[src/rtl/hls_ctrl_pkg.sv]
// Shared types and defaults for the HLS run controller.
// Holds the run-phase state encoding and the slave word stride.
package hls_ctrl_pkg;

  localparam int ADDR_W_DEF  = 14;
  localparam int DATA_W_DEF  = 16;
  localparam int CNT_W_DEF   = 32;
  localparam int TIMEOUT_DEF = 200000000;
  localparam int WORD_BYTES  = DATA_W_DEF / 8;

  typedef enum logic [2:0] {
    S_IDLE,
    S_LOAD,
    S_START,
    S_RUN,
    S_UNLOAD,
    S_REPORT
  } state_e;

  function automatic int word_bytes(input int dw);
    return dw / 8;
  endfunction

endpackage

[src/rtl/hls_ctrl_watchdog.sv]
// RUN-phase cycle counter with clear/enable and TIMEOUT compare.
// expired_o is high while the count sits on the last allowed cycle.
module hls_ctrl_watchdog #(
  parameter int          CNT_W   = 32,
  parameter int unsigned TIMEOUT = 200000000
) (
  input  logic             clk_i,
  input  logic             rst_ni,
  input  logic             clear_i,
  input  logic             enable_i,
  output logic [CNT_W-1:0] count_o,
  output logic             expired_o
);

  localparam logic [CNT_W-1:0] LAST = CNT_W'(TIMEOUT - 1);

  logic [CNT_W-1:0] count_q;
  logic [CNT_W-1:0] count_d;

  always_comb begin
    count_d = count_q;
    if (clear_i)
      count_d = '0;
    else if (enable_i)
      count_d = count_q + 1'b1;
  end

  always_ff @(posedge clk_i or negedge rst_ni) begin
    if (!rst_ni)
      count_q <= '0;
    else
      count_q <= count_d;
  end

  assign count_o   = count_q;
  assign expired_o = (count_q == LAST);

endmodule

[src/rtl/hls_run_controller.sv]
// Sequences one accelerator run: load, start, run under watchdog,
// unload and report, driving the accelerator slave port directly.
module hls_run_controller
  import hls_ctrl_pkg::*;
#(
  parameter int          ADDR_W  = ADDR_W_DEF,
  parameter int          DATA_W  = DATA_W_DEF,
  parameter int          CNT_W   = CNT_W_DEF,
  parameter int unsigned TIMEOUT = TIMEOUT_DEF
) (
  input  logic              clock,
  input  logic              reset,
  input  logic              cmd_valid,
  output logic              cmd_ready,
  input  logic [ADDR_W-1:0] cmd_in_base,
  input  logic [ADDR_W-1:0] cmd_out_base,
  input  logic [ADDR_W-1:0] cmd_in_len,
  input  logic [ADDR_W-1:0] cmd_out_len,
  input  logic              in_valid,
  output logic              in_ready,
  input  logic [DATA_W-1:0] in_data,
  output logic              out_valid,
  input  logic              out_ready,
  output logic [DATA_W-1:0] out_data,
  output logic              status_valid,
  output logic              status_timeout,
  output logic [CNT_W-1:0]  status_cycles,
  output logic              acc_start,
  input  logic              acc_done,
  output logic              acc_oe,
  output logic              acc_we,
  output logic [ADDR_W-1:0] acc_addr,
  output logic [DATA_W-1:0] acc_wdata,
  output logic [7:0]        acc_size,
  input  logic [DATA_W-1:0] acc_rdata,
  input  logic              acc_rdy
);

  localparam logic [ADDR_W-1:0] STEP =
    ADDR_W'(word_bytes(DATA_W));

  state_e state_q, state_d;

  logic [ADDR_W-1:0] in_base_q, in_base_d;
  logic [ADDR_W-1:0] out_base_q, out_base_d;
  logic [ADDR_W-1:0] in_len_q, in_len_d;
  logic [ADDR_W-1:0] out_len_q, out_len_d;
  logic [ADDR_W-1:0] idx_q, idx_d;
  logic [ADDR_W-1:0] addr_q, addr_d;
  logic [DATA_W-1:0] wdata_q, wdata_d;
  logic [DATA_W-1:0] rdata_q, rdata_d;
  logic              we_q, we_d;
  logic              oe_q, oe_d;
  logic              ovld_q, ovld_d;
  logic              start_q, start_d;
  logic              st_to_q, st_to_d;
  logic [CNT_W-1:0]  st_cyc_q, st_cyc_d;

  logic              wd_clear;
  logic              wd_en;
  logic [CNT_W-1:0]  wd_count;
  logic              wd_expired;

  hls_ctrl_watchdog #(
    .CNT_W  (CNT_W),
    .TIMEOUT(TIMEOUT)
  ) u_wd (
    .clk_i    (clock),
    .rst_ni   (reset),
    .clear_i  (wd_clear),
    .enable_i (wd_en),
    .count_o  (wd_count),
    .expired_o(wd_expired)
  );

  always_comb begin
    state_d    = state_q;
    in_base_d  = in_base_q;
    out_base_d = out_base_q;
    in_len_d   = in_len_q;
    out_len_d  = out_len_q;
    idx_d      = idx_q;
    addr_d     = addr_q;
    wdata_d    = wdata_q;
    rdata_d    = rdata_q;
    we_d       = we_q;
    oe_d       = oe_q;
    ovld_d     = ovld_q;
    start_d    = 1'b0;
    st_to_d    = st_to_q;
    st_cyc_d   = st_cyc_q;
    wd_clear   = 1'b0;
    wd_en      = 1'b0;
    unique case (state_q)
      S_IDLE: begin
        if (cmd_valid) begin
          in_base_d  = cmd_in_base;
          out_base_d = cmd_out_base;
          in_len_d   = cmd_in_len;
          out_len_d  = cmd_out_len;
          idx_d      = '0;
          st_to_d    = 1'b0;
          st_cyc_d   = '0;
          state_d    = S_LOAD;
        end
      end
      S_LOAD: begin
        if (we_q) begin
          if (acc_rdy) begin
            we_d  = 1'b0;
            idx_d = idx_q + 1'b1;
          end
        end else if (idx_q == in_len_q) begin
          state_d = S_START;
        end else if (in_valid) begin
          we_d    = 1'b1;
          wdata_d = in_data;
          addr_d  = in_base_q + idx_q * STEP;
        end
      end
      S_START: begin
        start_d  = 1'b1;
        wd_clear = 1'b1;
        state_d  = S_RUN;
      end
      S_RUN: begin
        wd_en = 1'b1;
        // done is not trusted during the start pulse itself
        if (acc_done && !start_q) begin
          st_cyc_d = wd_count + 1'b1;
          st_to_d  = 1'b0;
          idx_d    = '0;
          state_d  = S_UNLOAD;
        end else if (wd_expired) begin
          st_cyc_d = CNT_W'(TIMEOUT);
          st_to_d  = 1'b1;
          state_d  = S_REPORT;
        end
      end
      S_UNLOAD: begin
        if (oe_q) begin
          if (acc_rdy) begin
            oe_d    = 1'b0;
            rdata_d = acc_rdata;
            ovld_d  = 1'b1;
            idx_d   = idx_q + 1'b1;
          end
        end else if (ovld_q) begin
          if (out_ready)
            ovld_d = 1'b0;
        end else if (idx_q == out_len_q) begin
          state_d = S_REPORT;
        end else begin
          oe_d   = 1'b1;
          addr_d = out_base_q + idx_q * STEP;
        end
      end
      S_REPORT: state_d = S_IDLE;
      default:  state_d = S_IDLE;
    endcase
  end

  always_ff @(posedge clock or negedge reset) begin
    if (!reset) begin
      state_q    <= S_IDLE;
      in_base_q  <= '0;
      out_base_q <= '0;
      in_len_q   <= '0;
      out_len_q  <= '0;
      idx_q      <= '0;
      addr_q     <= '0;
      wdata_q    <= '0;
      rdata_q    <= '0;
      we_q       <= 1'b0;
      oe_q       <= 1'b0;
      ovld_q     <= 1'b0;
      start_q    <= 1'b0;
      st_to_q    <= 1'b0;
      st_cyc_q   <= '0;
    end else begin
      state_q    <= state_d;
      in_base_q  <= in_base_d;
      out_base_q <= out_base_d;
      in_len_q   <= in_len_d;
      out_len_q  <= out_len_d;
      idx_q      <= idx_d;
      addr_q     <= addr_d;
      wdata_q    <= wdata_d;
      rdata_q    <= rdata_d;
      we_q       <= we_d;
      oe_q       <= oe_d;
      ovld_q     <= ovld_d;
      start_q    <= start_d;
      st_to_q    <= st_to_d;
      st_cyc_q   <= st_cyc_d;
    end
  end

  assign cmd_ready      = (state_q == S_IDLE);
  assign in_ready       = (state_q == S_LOAD) && !we_q &&
                          (idx_q != in_len_q);
  assign out_valid      = ovld_q;
  assign out_data       = rdata_q;
  assign status_valid   = (state_q == S_REPORT);
  assign status_timeout = st_to_q;
  assign status_cycles  = st_cyc_q;
  assign acc_start      = start_q;
  assign acc_we         = we_q;
  assign acc_oe         = oe_q;
  assign acc_addr       = addr_q;
  assign acc_wdata      = wdata_q;
  assign acc_size       = (we_q || oe_q) ? 8'(DATA_W) : 8'd0;

endmodule

[config.mk]
export PLATFORM = sky130hd
export DESIGN_NAME = hls_run_controller
export DESIGN_NICKNAME = d
export VERILOG_FILES = /design/src/rtl/hls_ctrl_pkg.sv /design/src/rtl/hls_ctrl_watchdog.sv /design/src/rtl/hls_run_controller.sv
export SDC_FILE = /design/constraint.sdc
export NUM_CORES = 1
export LEC_CHECK = 0
export ABC_AREA = 1
export CORE_MARGIN = 4
export CORE_UTILIZATION = 45
export DETAILED_ROUTE_END_ITERATION = 16
export HOLD_SLACK_MARGIN = 0.05
export PLACE_DENSITY = 0.79
export SETUP_SLACK_MARGIN = 0.3
export SLEW_MARGIN = 10
export SYNTH_ARGS = -nofsm -noshare
export SYNTH_HDL_FRONTEND = slang
export SYNTH_SLANG_ARGS = --single-unit
export TNS_END_PERCENT = 50
[constraint.sdc]
create_clock -name clock -period 5.69 [get_ports clock]
set_clock_uncertainty 0.1 [all_clocks]
set_input_delay 1.707 -clock clock [delete_from_list [all_inputs] [get_ports clock]]
set_output_delay 1.707 -clock clock [all_outputs]
set_load 0.01 [all_outputs]
==> results of run 1 <==
layer usage:
| layer | up-vias | wire length (microns) | track usage |
|---|---|---|---|
| met5 | - | 12 | 0 |
| met4 | 2 | 644 | 0.07231 |
| met3 | 41 | 1654 | 0.05144 |
| met2 | 266 | 12980 | 0.3643 |
| met1 | 4164 | 11720 | 0.3001 |
| li1 | 4351 | - | - |
state kept, by name, indices dropped and copies added, names as in the netlist:
register / count
acc_start: 1
acc_oe: 1
status_timeout: 1
acc_we: 1
out_len_q: 14
acc_addr: 14
out_valid: 1
out_data: 16
status_cycles: 32
idx_q: 14
in_len_q: 14
state_q: 3
u_wd.count_o: 32
acc_wdata: 16
out_base_q: 14
in_base_q: 14
cell usage in the layout, fill, tap and decap left out, types with 3 or more instances in the layout:
| cell | n |
|---|---|
| nand2_2 | 12 |
| mux2_2 | 26 |
| inv_1 | 104 |
| o22ai_1 | 3 |
| clkbuf_16 | 17 |
| nor2_4 | 3 |
| ha_1 | 14 |
| dfrtp_1 | 188 |
| nand4_1 | 22 |
| conb_1 | 7 |
| o211ai_1 | 5 |
| nand3_1 | 96 |
| xnor2_1 | 7 |
| nor2_1 | 112 |
| inv_6 | 5 |
| a21oi_1 | 51 |
| inv_2 | 18 |
| nor2_2 | 6 |
| nand2_1 | 422 |
| nor3_1 | 17 |
| o21ai_0 | 61 |
| xor2_1 | 13 |
| nand2_4 | 4 |
| o21ai_1 | 10 |
| clkdlybuf4s50_1 | 180 |
| mux2_4 | 3 |
| clkinv_2 | 3 |
logic make-up (layout without fill, tap and decap cells):
family	Yosys count	count (layout)	share of synthesized area
DFF	188	188	0.4753
muxes	29	29	0.03413
AOI/OAI and AO/OA	140	140	0.07548
buffers and inverters	167	338	0.07610
and+or+nand+nor	702	702	0.3011
other	1	7	0.0003789
adders and majority gates	15	15	0.01972
xor gates and xnor gates	20	20	0.01770
critical path: cells and delay by family (launching register included):
family | cells | cell delay [ps]
compound gates | 1 | 130
buf+inv | 3 | 1040
flops | 1 | 430
simple gates | 5 | 360
worst max-delay path by stage:
stage / from / slack (ps) / to / cells past startpoint
after CTS: idx_q[8] / 1460 / in_ready / 9
after detailed placement: acc_done / 1420 / idx_q[7] / 8
after floorplan: idx_q[1] / 2570 / in_ready / 8
after global placement: acc_done / 1460 / idx_q[7] / 8
after global routing: idx_q[1] / 1330 / in_ready / 9
final: idx_q[1] / 1480 / in_ready / 9
report_power, final:
part	switching (mW)	leakage (nW)	internal, mW
registers	0.237	2.39	1.74
clock network	0.551	0.292	0.670
logic	1.22	3.26	0.911
total	2.01	5.94	3.32
area by class of cell:
cell class / count / area, sq um
multi-input cells: 913 / 4467
repair buffers: 184 / 1851
clock inverters: 14 / 156.4
fillers: 1958 / 8934
well taps: 275 / 344.1
clock buffers: 18 / 439.2
flip-flops and latches: 188 / 4705
inverters: 122 / 457.9
stage by stage:
step                utilization  instance area, sq um  setup slack (ps)
finish                   0.5816                 12420              1477
global route             0.5816                 12420              1325
CTS                      0.5816                 12420              1461
detailed placement       0.5537                 11820              1422
global placement         0.5537                 11820              1461
floorplan                     -                  9920              2566
==> results.cfg, run 1 <==
[routing]
vias = 8824
first_pass_iters = 7
drt-initial-drc-count = 660
drc = 0
wirelength_microns = 27010
wl_per_cell_microns = 15.76
drtAntennaViolNets = 0
viasPerCell = 5.148

[job]
drv_cap = 0

[grt]
grt_pass1_wl_microns = 44270
antenna_found_initial = 1
grt_pass1_vias = 8744
grt_overflow = 0
grt_max_degree = 124
track_usage = 0.2245

[critical_path]
critical_path.max_fanout = 18
worstPathArrival_ps = 2410
cpMostUsedCell = nand2_1
r2r-start = state_q[2]
start_kind = flop
critPathRequiredTime_ps = 3880
worstSetupPathType = flop to output port
endpoint_kind = output port
critical-path-max-stage-delay_ps = 580
ff2ff_path_depth = 8
timing.rr.end = status_cycles[21]
crit_chain = inv_1, nand2_1, nand2_1, nor2_1, nand2_1, nor2_1, a21oi_2, buf_4, clkdlybuf4s50_1
reg2reg_slack_ps = 2070
cp_slowest_cell = clkdlybuf4s50_1

[finish]
area_delta_synth_final_pct = 25.49
diodes = 0
nets = 1536
fin_cells = 1714
drive_gt1_frac = 0.08061

[floorplanning]
ioPinCount = 189
row_count = 53
core-area_sq_um = 21350
die-height_microns = 156.3
die_area_sq_um = 24430
initial_utilization = 0.4635
die_w_microns = 156.3

[worst_hold_path]
holdCritPathClass = flop to flop
whs_endpoint = acc_wdata[11]
hold_start = acc_wdata[11]
hold_depth = 2

[placed_design]
place.gp.congestion = 0.9331
port_buffers = 181
dp_hpwl_microns = 19800
post-place-cells = 1682

[synth]
ys_warn_count = 0
synth_flop_cell = dfrtp_1
synthTopCellsByArea = dfrtp_1, nand2_1, nand3_1
synthArstFlopShare = 1.000
synthCells = 1262
synth.most_common_cell = nand2_1
syn_avg_cell_area_sq_um = 7.842
synth_edf_count = 0
syn_area_sq_um = 9897
synth_top_area_frac = 0.4753
ys_seq_area_frac = 0.4753
ys_ff_latch = 188
ys_types = 43
synth_top_cell_by_area = dfrtp_1
synthTopCellsByCount = nand2_1, dfrtp_1, nor2_1

[timing]
grt_setup_unrepaired = no
setup_viol = 0
drv_slew = 0
slew_headroom = 0.2547
hold_violations = 0
worst_pin_slew_ps = 1117
fmax_ghz = 0.2374
period_needed_ps = 4213
holdWs_ps = 371.2
min_period_over_period = 0.7404
fin_setup_tns_ps = 0

[power_and_ir_drop]
finalPower_mw = 5.327
p_per_area_nw_per_um2 = 428.9
ir_drop_v = 0.0002266
p_leak_nw = 5.943

[clock_tree]
clock_path_buffers = 2
clkSinkCount = 188
clock_latency_ps = 440
cts_resized = 0
cts_tree = built
postCtsSetupRepairBufs = 0
cts_buffers = 17
cts.clk_slew.worst_paths_ps = 70
cts-htree-levels = 4
cts-root-buf = clkbuf_16
holdBufCountCts = 0

[status]
status = completed
Note: power is estimated with default switching activity, not from simulation.
==> run 2, diff against run 1 <==
==> constraint.sdc (replaced) <==
create_clock -name clock -period 3.9 [get_ports clock]
set_clock_uncertainty 0.1 [all_clocks]
set_input_delay 1.17 -clock clock [delete_from_list [all_inputs] [get_ports clock]]
set_output_delay 1.17 -clock clock [all_outputs]
set_load 0.01 [all_outputs]
==> results.cfg, run 2 (synthesis results as in run 1) <==
[status]
status = completed

[grt]
grt_pass1_wl_microns = 43440
grt.met1_usage = 0.2960
gr-usage-met3 = 0.04867
grt_max_degree = 85
grt_overflow = 0
antenna_found_initial = 0
track_usage = 0.2191
grt.busiest_layer = met2
grt_pass1_vias = 8515
grt_util_met2 = 0.3551

[power_and_ir_drop]
ir_drop_v = 0.0004024
p_leak_nw = 5.988
p_per_area_nw_per_um2 = 620.8

[critical_path]
critical-path-max-stage-delay_ps = 640
critPathRequiredTime_ps = 2630
crit_chain = inv_2, nand2_2, nor2_2, clkdlybuf4s50_1
cp_slowest_cell = clkdlybuf4s50_1
worstPathArrival_ps = 2030
critPathTopFamily = buffers and inverters
critPathBufInv = 2
endpoint_kind = output port
worstSetupPathType = flop to output port
critical_path.max_fanout = 10
reg2reg_slack_ps = 860
start_kind = flop

[finish]
nets = 1543
final_cell_mix = nand2_1, dfrtp_1, clkdlybuf4s50_1
diodes = 0
final_common_cell = nand2_1
drive_gt1_frac = 0.08783
area_delta_synth_final_pct = 26.23

[timing]
fin_setup_tns_ps = 0
drv_slew = 0
setup_viol = 0
period_needed_ps = 3304
worst_pin_slew_ps = 664.3
slew_headroom = 0.5558
fmax_ghz = 0.3026
min_period_over_period = 0.8473
hold_violations = 0
grt_setup_unrepaired = no
holdWs_ps = 370.8
setup_ws_ps = 595.5

[floorplanning]
initial_utilization = 0.4635
core-area_sq_um = 21350
die_w_microns = 156.3
ioPinCount = 189
die_area_sq_um = 24430
die-height_microns = 156.3
row_count = 53

[routing]
drc = 0
drtAntennaViolNets = 0
drt-initial-drc-count = 653
wirelength_microns = 26540
vias = 8787
viasPerCell = 5.106
first_pass_iters = 5
wl_per_cell_microns = 15.42

[placed_design]
dp_hpwl_microns = 19760
place.gp.congestion = 0.9001
port_buffers = 181
dp_slack_ps = 647.1

[clock_tree]
cts_buffers = 17
holdBufCountCts = 0
postCtsSetupRepairBufs = 0
cts.clk_slew.worst_paths_ps = 70
cts-root-buf = clkbuf_16
cts_tree = built
cts-htree-levels = 4
clock_latency_ps = 440
clkSinkCount = 188
clock_path_buffers = 2
cts_resized = 0

[job]
drv_cap = 0

[worst_hold_path]
holdCritPathClass = flop to flop
-- run 2: cell count changes in the layout (fill, tap and decap cells not counted), moves of 2 or more --
cell      before  now
dfrtp_1      188  186
inv_2         18   20
buf_4          2    7
clkinv_2       3    0
dfrtp_2        0    2
clkinv_4       0    3
buf_12         1    3
inv_1        104  102
-- run 2: metal layers --
layer / routed length, microns / share of wire
met4: 615 / 0.023
met3: 1734 / 0.065
met1: 11780 / 0.44
met2: 12410 / 0.47
met5: 0 / 0
-- run 2: worst paths after layout --
kind / startpoint / end / cells past startpoint
setup / recovery: state_q[0] / cmd_ready / 4
hold / removal: out_data[14] / out_data[14] / 2
setup reg to reg: state_q[0] / acc_addr[13] / 18
hold reg to reg: out_data[14] / out_data[14] / 2
max in group asynchronous: reset / acc_addr[9] / 2
min in group asynchronous: reset / in_len_q[3] / 1
-- run 2: power by group --
| group | leakage [nW] | internal (mW) | switching [mW] |
|---|---|---|---|
| sequential | 2.39 | 2.54 | 0.350 |
| clock | 0.280 | 0.922 | 0.823 |
| combinational | 3.32 | 1.35 | 1.77 |
-- run 2: cell type report --
| type | count | area [sq um] |
|---|---|---|
| Clock buffer | 18 | 439.2 |
| Clock inverter | 14 | 147.6 |
| Fill cell | 1907 | 8860 |
| Inverter | 122 | 457.9 |
| Multi-Input combinational cell | 913 | 4467 |
| Sequential cell | 188 | 4707 |
| Tap cell | 275 | 344.1 |
| Timing Repair Buffer | 191 | 1931 |
-- run 2: stage by stage --
step           std cells    util  power [mW]  cell area [sq um]
3_5_place_dp        1689  0.5574       6.047              11900
5_1_grt             1721  0.5851       8.319              12490
2_1_floorplan       1268       -       4.900               9920
3_3_place_gp        1689  0.5574       5.977              11900
6_report            1721  0.5851       7.756              12490
4_1_cts             1721  0.5848       7.814              12490
-- run 2: worst register-to-register path, cell delays in order, from the launching register on --
cell and delay (ps):
dfrtp_1 520, nor2_1 180, nand2_2 230, inv_2 230
nand2_1 70, nand2_1 100, ha_1 210, inv_1 80
fa_1 410, inv_1 120, nand3_1 80, nand2_1 140
nand2_1 60, nand3_1 100, nand2_1 60, nand3_1 70
nand2_1 50, nand3_1 70, nand2_1 50
==> run 3, diff against run 2 <==
--- a/config.mk
+++ b/config.mk
@@ -10,7 +10,7 @@
 export CORE_UTILIZATION = 45
 export DETAILED_ROUTE_END_ITERATION = 16
 export HOLD_SLACK_MARGIN = 0.05
-export PLACE_DENSITY = 0.79
+export PLACE_DENSITY = 0.81
 export SETUP_SLACK_MARGIN = 0.3
 export SLEW_MARGIN = 10
 export SYNTH_ARGS = -nofsm -noshare
==> constraint.sdc (replaced) <==
create_clock -name clock -period 2.8 [get_ports clock]
set_clock_uncertainty 0.1 [all_clocks]
set_input_delay 0.84 -clock clock [delete_from_list [all_inputs] [get_ports clock]]
set_output_delay 0.84 -clock clock [all_outputs]
set_load 0.01 [all_outputs]
==> results.cfg, run 3 (synthesis results as in run 1) <==
[finish]
num-fill-cells = 1802
drive_gt1_frac = 0.1459
area_delta_synth_final_pct = 32.77
nets = 1592
final_common_cell = nand2_1
fin_cells = 1769
diodes = 0
final_cell_mix = nand2_1, dfrtp_1, clkdlybuf4s50_1

[timing]
setup_viol = 0
drv_slew = 0
min_period_over_period = 0.9303
hold_violations = 0
grt_setup_unrepaired = yes
fin_setup_tns_ps = 0
period_needed_ps = 2605
worst_pin_slew_ps = 543.5
slew_headroom = 0.6343
fmax_ghz = 0.3839

[placed_design]
post-place-cells = 1721
place.gp.congestion = 0.9577
dp_hpwl_microns = 21060
port_buffers = 181

[power_and_ir_drop]
comb_power_share = 0.430
p_leak_nw = 6.278
p_clk_frac = 0.224
power.internal_mw = 7.284
ir_drop_v = 0.0005469
power.share.sequential = 0.346
sw_frac_of_total = 0.3746
p_per_area_nw_per_um2 = 886.4
switching_power_mw = 4.363

[critical_path]
endpoint_kind = output port
start_kind = flop
critical_path.max_fanout = 5
worstPathArrival_ps = 1660
worstSetupPathType = flop to output port
critPathRequiredTime_ps = 1860

[clock_tree]
holdBufCountCts = 0
cts.clk_slew.worst_paths_ps = 70
clock_path_buffers = 2
cts_tree = built
clkSinkCount = 188
cts-htree-levels = 4
clock_latency_ps = 430
cts-root-buf = clkbuf_16
cts_buffers = 17

[routing]
wirelength_microns = 28930
first_pass_iters = 5
drt-initial-drc-count = 737
vias = 9208
wl_per_cell_microns = 16.36
drtAntennaViolNets = 0
viasPerCell = 5.205
drc = 0

[status]
status = completed

[grt]
track_usage = 0.2341
antenna_found_initial = 0
grt_overflow = 0
grt_pass1_vias = 9082
grt_max_degree = 85
grt_pass1_wl_microns = 46260

[floorplanning]
row_count = 53
die_w_microns = 156.3
core-area_sq_um = 21350
initial_utilization = 0.4635
ioPinCount = 189
die_area_sq_um = 24430
die-height_microns = 156.3

[worst_hold_path]
holdCritPathClass = primary input to async pin

[job]
drv_cap = 0
[run 3: layout make-up]
cell class	count	area, sq um	area share
inverters	122	465.4	0.03542
flip-flops and latches	188	4713	0.3587
clock buffers	18	439.2	0.03342
multi-input cells	913	4664	0.3550
well taps	275	344.1	0.02619
repair buffers	240	2327	0.1771
clock inverters	13	186.4	0.01419
[run 3: power by group through the flow]
| stage | registers [mW] | clock network, mW | logic (mW) |
|---|---|---|---|
| after floorplan | 4.12 | 0 | 2.71 |
| after global routing | 4.13 | 2.76 | 5.51 |
| after CTS | 4.02 | 2.64 | 4.75 |
| final | 4.03 | 2.61 | 5.01 |
| after global placement | 4.03 | 0 | 4.62 |
| after detailed placement | 4.04 | 0 | 4.71 |
[run 3: worst max-delay path, cell delays in order, from the launching register on]
cell and delay, ps:
dfrtp_2 450, inv_2 110, nand2_1 70, nand2_1 60, nor2_1 40, nand2_1 90, nor2_4 60, a21oi_4 210
buf_6 140
[run 3: per-layer routing]
metal,GRT usage,wire [microns],up-vias
li1,-,-,4476
met1,0.3089,12320,4315
met2,0.3902,13880,358
met3,0.05420,1976,59
met4,0.06322,758,0
met5,0,0,-
[run 3: worst paths after layout]
kind | from | slack (ps) | endpoint | depth (start not counted)
setup / recovery | idx_q[12] | 200 | in_ready | 8
hold / removal | reset | 220 | status_cycles[25] | 1
setup reg to reg | state_q[1] | 340 | acc_addr[8] | 14
hold reg to reg | acc_wdata[9] | 370 | acc_wdata[9] | 2
max in group asynchronous | reset | 1720 | acc_wdata[15] | 2
min in group clock | acc_wdata[9] | 370 | acc_wdata[9] | 2
[run 3: what timing repair did]
action | CTS | global route
pin swaps | 0 | 18
gates resized for setup | 18 | 56
endpoints found under the setup margin | 9 | 13
buffers inserted | 3 | 14
[run 3: per-stage QoR]
step / hold slack (ps) / setup slack [ps] / area (sq um) / utilization / total power [mW]
5_1_grt: 223.0 / 127.6 / 13140 / 0.6154 / 12.40
3_3_place_gp: 352.8 / 90.52 / 12180 / 0.5704 / 8.646
4_1_cts: 219.2 / 43.62 / 12840 / 0.6015 / 11.41
3_5_place_dp: 357.2 / 117.4 / 12180 / 0.5704 / 8.750
2_1_floorplan: 378.1 / 334.6 / 9945 / - / 6.838
6_report: 220.2 / 195.2 / 13140 / 0.6154 / 11.65
